## src/rtl/mips_pkg.sv

```systemverilog
// Shared MIPS core definitions: opcode constants, controller state and
// select encodings, and the instruction classes produced by the decoder.
package mips_pkg;

  localparam int unsigned OP_W = 6;
  localparam int unsigned FN_W = 6;

  localparam logic [OP_W-1:0] OP_RTYPE   = 6'h00;
  localparam logic [OP_W-1:0] OP_ADDI    = 6'h08;
  localparam logic [OP_W-1:0] OP_LW      = 6'h23;
  localparam logic [OP_W-1:0] OP_SW      = 6'h2B;
  localparam logic [OP_W-1:0] OP_BEQ     = 6'h04;
  localparam logic [OP_W-1:0] OP_BNE     = 6'h05;
  localparam logic [OP_W-1:0] OP_J       = 6'h02;
  localparam logic [FN_W-1:0] FN_SYSCALL = 6'h0C;

  typedef enum logic [2:0] {
    S_IDLE,
    S_FETCH,
    S_DECODE,
    S_EXEC,
    S_MEM,
    S_WB,
    S_HALT
  } ctrl_state_t;

  typedef enum logic [1:0] {
    ALU_ADD   = 2'd0,
    ALU_SUB   = 2'd1,
    ALU_FUNCT = 2'd2
  } alu_op_t;

  typedef enum logic [1:0] {
    PC_PLUS4  = 2'd0,
    PC_BRANCH = 2'd1,
    PC_JUMP   = 2'd2
  } pc_src_t;

  typedef enum logic [3:0] {
    IC_RTYPE,
    IC_ADDI,
    IC_LOAD,
    IC_STORE,
    IC_BEQ,
    IC_BNE,
    IC_JUMP,
    IC_SYSCALL,
    IC_ILLEGAL
  } inst_class_t;

endpackage

```

## src/rtl/mips_main_decoder.sv

```systemverilog
// Combinational classifier: opcode/funct of the latched instruction to the
// instruction class the control FSM sequences on.
module mips_main_decoder
  import mips_pkg::*;
(
  input  logic [OP_W-1:0] opcode,
  input  logic [FN_W-1:0] funct,
  output inst_class_t     inst_class
);

  always_comb begin
    inst_class = IC_ILLEGAL;
    case (opcode)
      OP_RTYPE: inst_class = (funct == FN_SYSCALL) ? IC_SYSCALL : IC_RTYPE;
      OP_ADDI:  inst_class = IC_ADDI;
      OP_LW:    inst_class = IC_LOAD;
      OP_SW:    inst_class = IC_STORE;
      OP_BEQ:   inst_class = IC_BEQ;
      OP_BNE:   inst_class = IC_BNE;
      OP_J:     inst_class = IC_JUMP;
      default:  inst_class = IC_ILLEGAL;
    endcase
  end

endmodule

```

## src/rtl/mips_multicycle_ctrl.sv

```systemverilog
// Multi-cycle MIPS control FSM: sequences fetch/decode/exec/mem/wb and drives
// every datapath enable and select as a combinational function of state.
module mips_multicycle_ctrl
  import mips_pkg::*;
#(
  parameter int unsigned MEM_LAT = 4
) (
  input  logic            clk,
  input  logic            rst_b,
  input  logic [OP_W-1:0] opcode,
  input  logic [FN_W-1:0] funct,
  input  logic            alu_zero,
  output logic            ir_write,
  output logic            pc_write,
  output logic [1:0]      pc_src,
  output logic            alu_src_imm,
  output logic [1:0]      alu_op,
  output logic            reg_dst,
  output logic            reg_write,
  output logic            mem_to_reg,
  output logic            mem_read,
  output logic            mem_write_en,
  output logic            halted
);

  localparam int unsigned CNT_W = (MEM_LAT > 1) ? $clog2(MEM_LAT) : 1;

  ctrl_state_t      state, state_nxt;
  logic [CNT_W-1:0] mem_cnt, mem_cnt_nxt;
  inst_class_t      inst_class;

  mips_main_decoder u_decoder (
    .opcode     (opcode),
    .funct      (funct),
    .inst_class (inst_class)
  );

  always_ff @(posedge clk or negedge rst_b) begin
    if (!rst_b) begin
      state   <= S_IDLE;
      mem_cnt <= '0;
    end else begin
      state   <= state_nxt;
      mem_cnt <= mem_cnt_nxt;
    end
  end

  // Next state and Moore-style outputs (branch pc_write also depends on alu_zero).
  always_comb begin
    state_nxt    = state;
    mem_cnt_nxt  = mem_cnt;
    ir_write     = 1'b0;
    pc_write     = 1'b0;
    pc_src       = PC_PLUS4;
    alu_src_imm  = 1'b0;
    alu_op       = ALU_ADD;
    reg_dst      = 1'b0;
    reg_write    = 1'b0;
    mem_to_reg   = 1'b0;
    mem_read     = 1'b0;
    mem_write_en = 1'b0;
    halted       = 1'b0;

    case (state)
      S_IDLE: state_nxt = S_FETCH;

      S_FETCH: begin
        ir_write  = 1'b1;
        pc_write  = 1'b1;
        state_nxt = S_DECODE;
      end

      S_DECODE: begin
        if (inst_class == IC_SYSCALL)      state_nxt = S_HALT;
        else if (inst_class == IC_ILLEGAL) state_nxt = S_FETCH;
        else                               state_nxt = S_EXEC;
      end

      S_EXEC: begin
        state_nxt = S_FETCH;
        case (inst_class)
          IC_RTYPE: begin
            alu_op    = ALU_FUNCT;
            state_nxt = S_WB;
          end
          IC_ADDI: begin
            alu_src_imm = 1'b1;
            state_nxt   = S_WB;
          end
          IC_LOAD, IC_STORE: begin
            alu_src_imm = 1'b1;
            mem_cnt_nxt = CNT_W'(MEM_LAT - 1);
            state_nxt   = S_MEM;
          end
          IC_BEQ, IC_BNE: begin
            alu_op   = ALU_SUB;
            pc_src   = PC_BRANCH;
            pc_write = (inst_class == IC_BEQ) ? alu_zero : !alu_zero;
          end
          IC_JUMP: begin
            pc_write = 1'b1;
            pc_src   = PC_JUMP;
          end
          default: state_nxt = S_FETCH;
        endcase
      end

      // Strobe held every MEM cycle; counter counts the remaining cycles.
      S_MEM: begin
        mem_read     = (inst_class == IC_LOAD);
        mem_write_en = (inst_class == IC_STORE);
        if (mem_cnt != '0) mem_cnt_nxt = mem_cnt - CNT_W'(1);
        else               state_nxt   = (inst_class == IC_LOAD) ? S_WB : S_FETCH;
      end

      S_WB: begin
        reg_write  = 1'b1;
        reg_dst    = (inst_class == IC_RTYPE);
        mem_to_reg = (inst_class == IC_LOAD);
        state_nxt  = S_FETCH;
      end

      S_HALT: halted = 1'b1;

      default: state_nxt = S_IDLE;
    endcase
  end

endmodule

```

## config.mk

```make
export PLATFORM = sky130hd
export DESIGN_NAME = mips_multicycle_ctrl
export DESIGN_NICKNAME = d
export VERILOG_FILES = /design/src/rtl/mips_pkg.sv /design/src/rtl/mips_main_decoder.sv /design/src/rtl/mips_multicycle_ctrl.sv
export SDC_FILE = /design/constraint.sdc
export NUM_CORES = 1
export LEC_CHECK = 0
export ABC_AREA = 1
export CORE_AREA = 3 3 40 42
export CTS_BUF_LIST = sky130_fd_sc_hd__clkbuf_4 sky130_fd_sc_hd__clkbuf_8
export CTS_CLUSTER_DIAMETER = 40
export DETAILED_ROUTE_END_ITERATION = 8
export DIE_AREA = 0 0 43 45
export DONT_BUFFER_PORTS = 1
export GPL_TIMING_DRIVEN = 0
export PLACE_DENSITY = 0.61
export SYNTH_ARGS = -nofsm -noshare
export SYNTH_HDL_FRONTEND = slang
export SYNTH_SLANG_ARGS = --single-unit
```

## constraint.sdc

```tcl
create_clock -name clk -period 2.01 [get_ports clk]
set_input_delay 0.5025 -clock clk [delete_from_list [all_inputs] [get_ports clk]]
set_output_delay 0.5025 -clock clk [all_outputs]
set_load 0.01 [all_outputs]
```

==> results <==
## critical path, cell delays in order (launching register included)
cell and delay (ns):
sky130_fd_sc_hd__dfrtp_1 0.43, sky130_fd_sc_hd__nor2_1 0.19, sky130_fd_sc_hd__nand2_1 0.14, sky130_fd_sc_hd__nor3_1 0.36
## placed cells by master (no fill, tap or decap)
| cell type | count |
|---|---|
| sky130_fd_sc_hd__nand2_1 | 26 |
| sky130_fd_sc_hd__a31oi_1 | 1 |
| sky130_fd_sc_hd__nor2_4 | 2 |
| sky130_fd_sc_hd__inv_2 | 1 |
| sky130_fd_sc_hd__nand4_1 | 2 |
| sky130_fd_sc_hd__o21ai_2 | 1 |
| sky130_fd_sc_hd__dlygate4sd3_1 | 1 |
| sky130_fd_sc_hd__nand3_1 | 4 |
| sky130_fd_sc_hd__ha_1 | 1 |
| sky130_fd_sc_hd__nor2_2 | 5 |
| sky130_fd_sc_hd__dfrtp_1 | 5 |
| sky130_fd_sc_hd__o21ai_0 | 2 |
| sky130_fd_sc_hd__inv_1 | 17 |
| sky130_fd_sc_hd__nand3_2 | 4 |
| sky130_fd_sc_hd__clkbuf_4 | 4 |
| sky130_fd_sc_hd__nor2_1 | 23 |
| sky130_fd_sc_hd__nor3_1 | 4 |
| sky130_fd_sc_hd__nor3_2 | 1 |
| sky130_fd_sc_hd__a22oi_1 | 1 |
| sky130_fd_sc_hd__a21oi_1 | 1 |
| sky130_fd_sc_hd__nand3b_1 | 2 |
## worst max-delay path by stage
stage	from	to	slack (ns)	cells past startpoint
2_1_floorplan	opcode[2]	alu_src_imm	0.24	7
3_5_place_dp	opcode[3]	reg_dst	0.13	7
5_1_grt	state[0]	mem_read	0.03	3
6_report	state[0]	mem_read	0.15	3
4_1_cts	state[2]	alu_op[1]	0.07	5
3_3_place_gp	opcode[2]	alu_src_imm	0.11	7
## synthesized netlist by cell type
cell type,instances
sky130_fd_sc_hd__a21oi_1,1
sky130_fd_sc_hd__a22oi_1,1
sky130_fd_sc_hd__a31oi_1,1
sky130_fd_sc_hd__dfrtp_1,5
sky130_fd_sc_hd__ha_1,1
sky130_fd_sc_hd__inv_1,18
sky130_fd_sc_hd__nand2_1,26
sky130_fd_sc_hd__nand3_1,5
sky130_fd_sc_hd__nand3_2,3
sky130_fd_sc_hd__nand3b_1,2
sky130_fd_sc_hd__nand4_1,2
sky130_fd_sc_hd__nor2_1,26
sky130_fd_sc_hd__nor2_2,2
sky130_fd_sc_hd__nor2_4,2
sky130_fd_sc_hd__nor3_1,5
sky130_fd_sc_hd__o21ai_0,2
sky130_fd_sc_hd__o21ai_2,1
## power groups by stage
stage	Combinational, uW	Clock, uW	Sequential, uW
CTS	198	132	160
global route	238	145	171
finish	200	127	164
detailed placement	191	0	162
global placement	191	0	161
floorplan	162	0	156
## what timing repair did
action	CTS	global route
hold buffers	1	0
buffers inserted	0	0
setup endpoints to repair	0	4
gates resized for setup	0	6
endpoints found under the hold margin	5	0
## cell type report
type | count | area [um^2]
inverters | 18 | 67.6
well taps | 15 | 18.8
flip-flops and latches | 5 | 125
repair buffers | 1 | 10.0
multi-input cells | 80 | 405
clock buffers | 4 | 30.0
fillers | 152 | 628
## per-stage QoR
stage | instance area, um^2 | total power [uW] | setup slack, ns | utilization (%)
floorplan | 581 | 318 | 0.244 | -
global placement | 599 | 352 | 0.111 | 46.6
detailed placement | 599 | 352 | 0.130 | 46.6
CTS | 639 | 490 | 0.0750 | 49.8
global route | 657 | 554 | 0.0305 | 51.1
finish | 657 | 491 | 0.153 | 51.1
## flip-flops by register name (all words and copies together) (netlist names)
signal	cells
mem_cnt	2
state	3
## routing by layer
| layer | vias to the layer above | global-route usage, % |
|---|---|---|
| li1 | 333 | - |
| met1 | 282 | 19.5 |
| met2 | 24 | 25.4 |
| met3 | 0 | 6.77 |
| met4 | 0 | 1.81 |
| met5 | - | 0 |
## kinds of logic after synthesis
| group | synth area share (%) |
|---|---|
| AND/OR/NAND/NOR | 58.2 |
| buffers and inverters | 11.6 |
| adder cells (fa/ha/maj) | 2.15 |
| flip-flops | 21.6 |
| AO/OA/AOI/OAI | 6.47 |
==> results.py <==
metrics = {
    "floorplan": {
        "start_util_pct": 45.2,
        "die_h_um": 45,
        "design.die.area_mm2": 0.00194,
        "io_pins": 28,
        "rows": 13,
        "horizontal_die_dimension_um": 43,
        "fp.coreArea_mm2": 0.00128,
    },
    "grt": {
        "number_of_antenna_violations_at_the_first_check_in_global_routing": 0,
        "grt_start_max_net_pins": 7,
        "grtUsageTotal_pct": 15.5,
        "first_pass_grt_wire_length_um": 2300,
        "grt_pass1_vias": 547,
        "global_route.overflow_total": 0,
    },
    "pwr": {
        "power_switching_uw": 206,
        "power_switching_share_pct": 41.9,
        "clock_power_share_pct": 25.9,
        "p_int_uw": 285,
        "peakVddDrop_v": 0.000339,
        "share_comb_of_total_power_pct": 40.7,
        "power.sequential.fraction_pct": 33.3,
        "power.static_leakage_uw": 0.000339,
        "cellPowerDensity_mw_per_mm2": 748,
    },
    "critical_path": {
        "worst_ep_required_time_ns": 1.51,
        "critical_path.reg2reg.startpoint": "state[0]",
        "regToRegEndpoint": "state[0]",
        "worst-r2r-cell-count": 4,
        "critical_path_arrival_ns": 1.35,
        "worst-setup-path-type": "reg2out",
        "path_max_fanout": 6,
        "setup.worst_path.start_class": "flop",
        "regToRegSetupSlack_ns": 0.73,
        "timing.critical_path.to_type": "primary output",
    },
    "yosys": {
        "synth_largest_area_cell": "sky130_fd_sc_hd__dfrtp_1",
        "ys_seq_area_share_pct": 21.6,
        "yosysWarningCount": 0,
        "synth_cells": 103,
        "synth.avg_cell_area_um2": 5.64,
        "synth.top_cell.area_share_pct": 21.6,
        "post_synth_instance_area_um2": 581,
        "synth-seq-cells": 5,
        "synthDistinctLibCells": 17,
        "netlist_top_cells_area": "sky130_fd_sc_hd__dfrtp_1 22%, sky130_fd_sc_hd__nand2_1 17%, sky130_fd_sc_hd__nor2_1 17%, sky130_fd_sc_hd__inv_1 12%, sky130_fd_sc_hd__nand3_2 5.2%",
        "synth_nets": 119,
    },
    "cts": {
        "clkLatencyLatePin_ns": 0.24,
        "cts_num_sinks": 5,
        "cts_h_tree_depth": 1,
        "number_of_buffers_created_by_cts": 3,
        "ctsRootBufferMaster": "sky130_fd_sc_hd__clkbuf_4",
        "cts_buffer_depth": 2,
        "clock_tree_from_tritoncts": "built",
        "clkSlewWorstSetupHoldPaths_ns": 0.04,
    },
    "placed_design": {
        "gpl.final_weighted_congestion": 0.785,
        "detailed_place_hpwl_um": 1160,
        "port_buffers": 0,
        "total_placed_cells_including_tap_cells": 118,
    },
    "min_path": {
        "timing.hold.worst.class": "reg2reg",
        "worst_hold_path.endpoint": "mem_cnt[1]",
        "min_from": "mem_cnt[1]",
        "hold_depth": 2,
    },
    "routing": {
        "met1_length_um": 593,
        "routed-wl-met2_um": 627,
        "met3_wirelength_um": 107,
        "ant_nets": 0,
        "vias_post_dr": 639,
        "detailedRoute.firstPassIterationCount": 5,
        "routedWlPerCell_um": 10.8,
        "drt_iter0_markers": 17,
        "total_detailed_routing_wirelength_um": 1330,
        "vias_per_cell": 5.20,
        "drcViolationCount": 0,
        "highest_layer": "met3",
    },
    "timing": {
        "min_period_over_period_pct": 92.4,
        "slew_violations": 0,
        "final-hold-violation-count": 0,
        "report.final.setup_viol": 0,
        "fin_skew_ns": 0.00116,
        "slew_at_the_pin_closest_to_its_max_slew_limit_ns": 0.518,
        "min_period_ns": 1.86,
        "rsz_0062_raised_after_global_routing": "false",
        "maxSlewHeadroom_pct": 65.2,
        "post_route_hold_slack_ns": 0.541,
        "fmax_mhz": 538,
        "fin_setup_tns_ns": 0,
    },
    "layout": {
        "count_of_inserted_antenna_diode_cells": 0,
        "fin_nets": 125,
        "final-instance-count-excl-fill": 123,
        "layout-drive-gt1-share_pct": 16.7,
        "areaGrowthSynthToFinish_pct": 13.1,
    },
    "flow_run": {
        "max_capacitance_violation_count": 0,
    },
    "run_status": {
        "status": "finished, final reports clean",
    },
}
(Power assumes the default switching activity.)
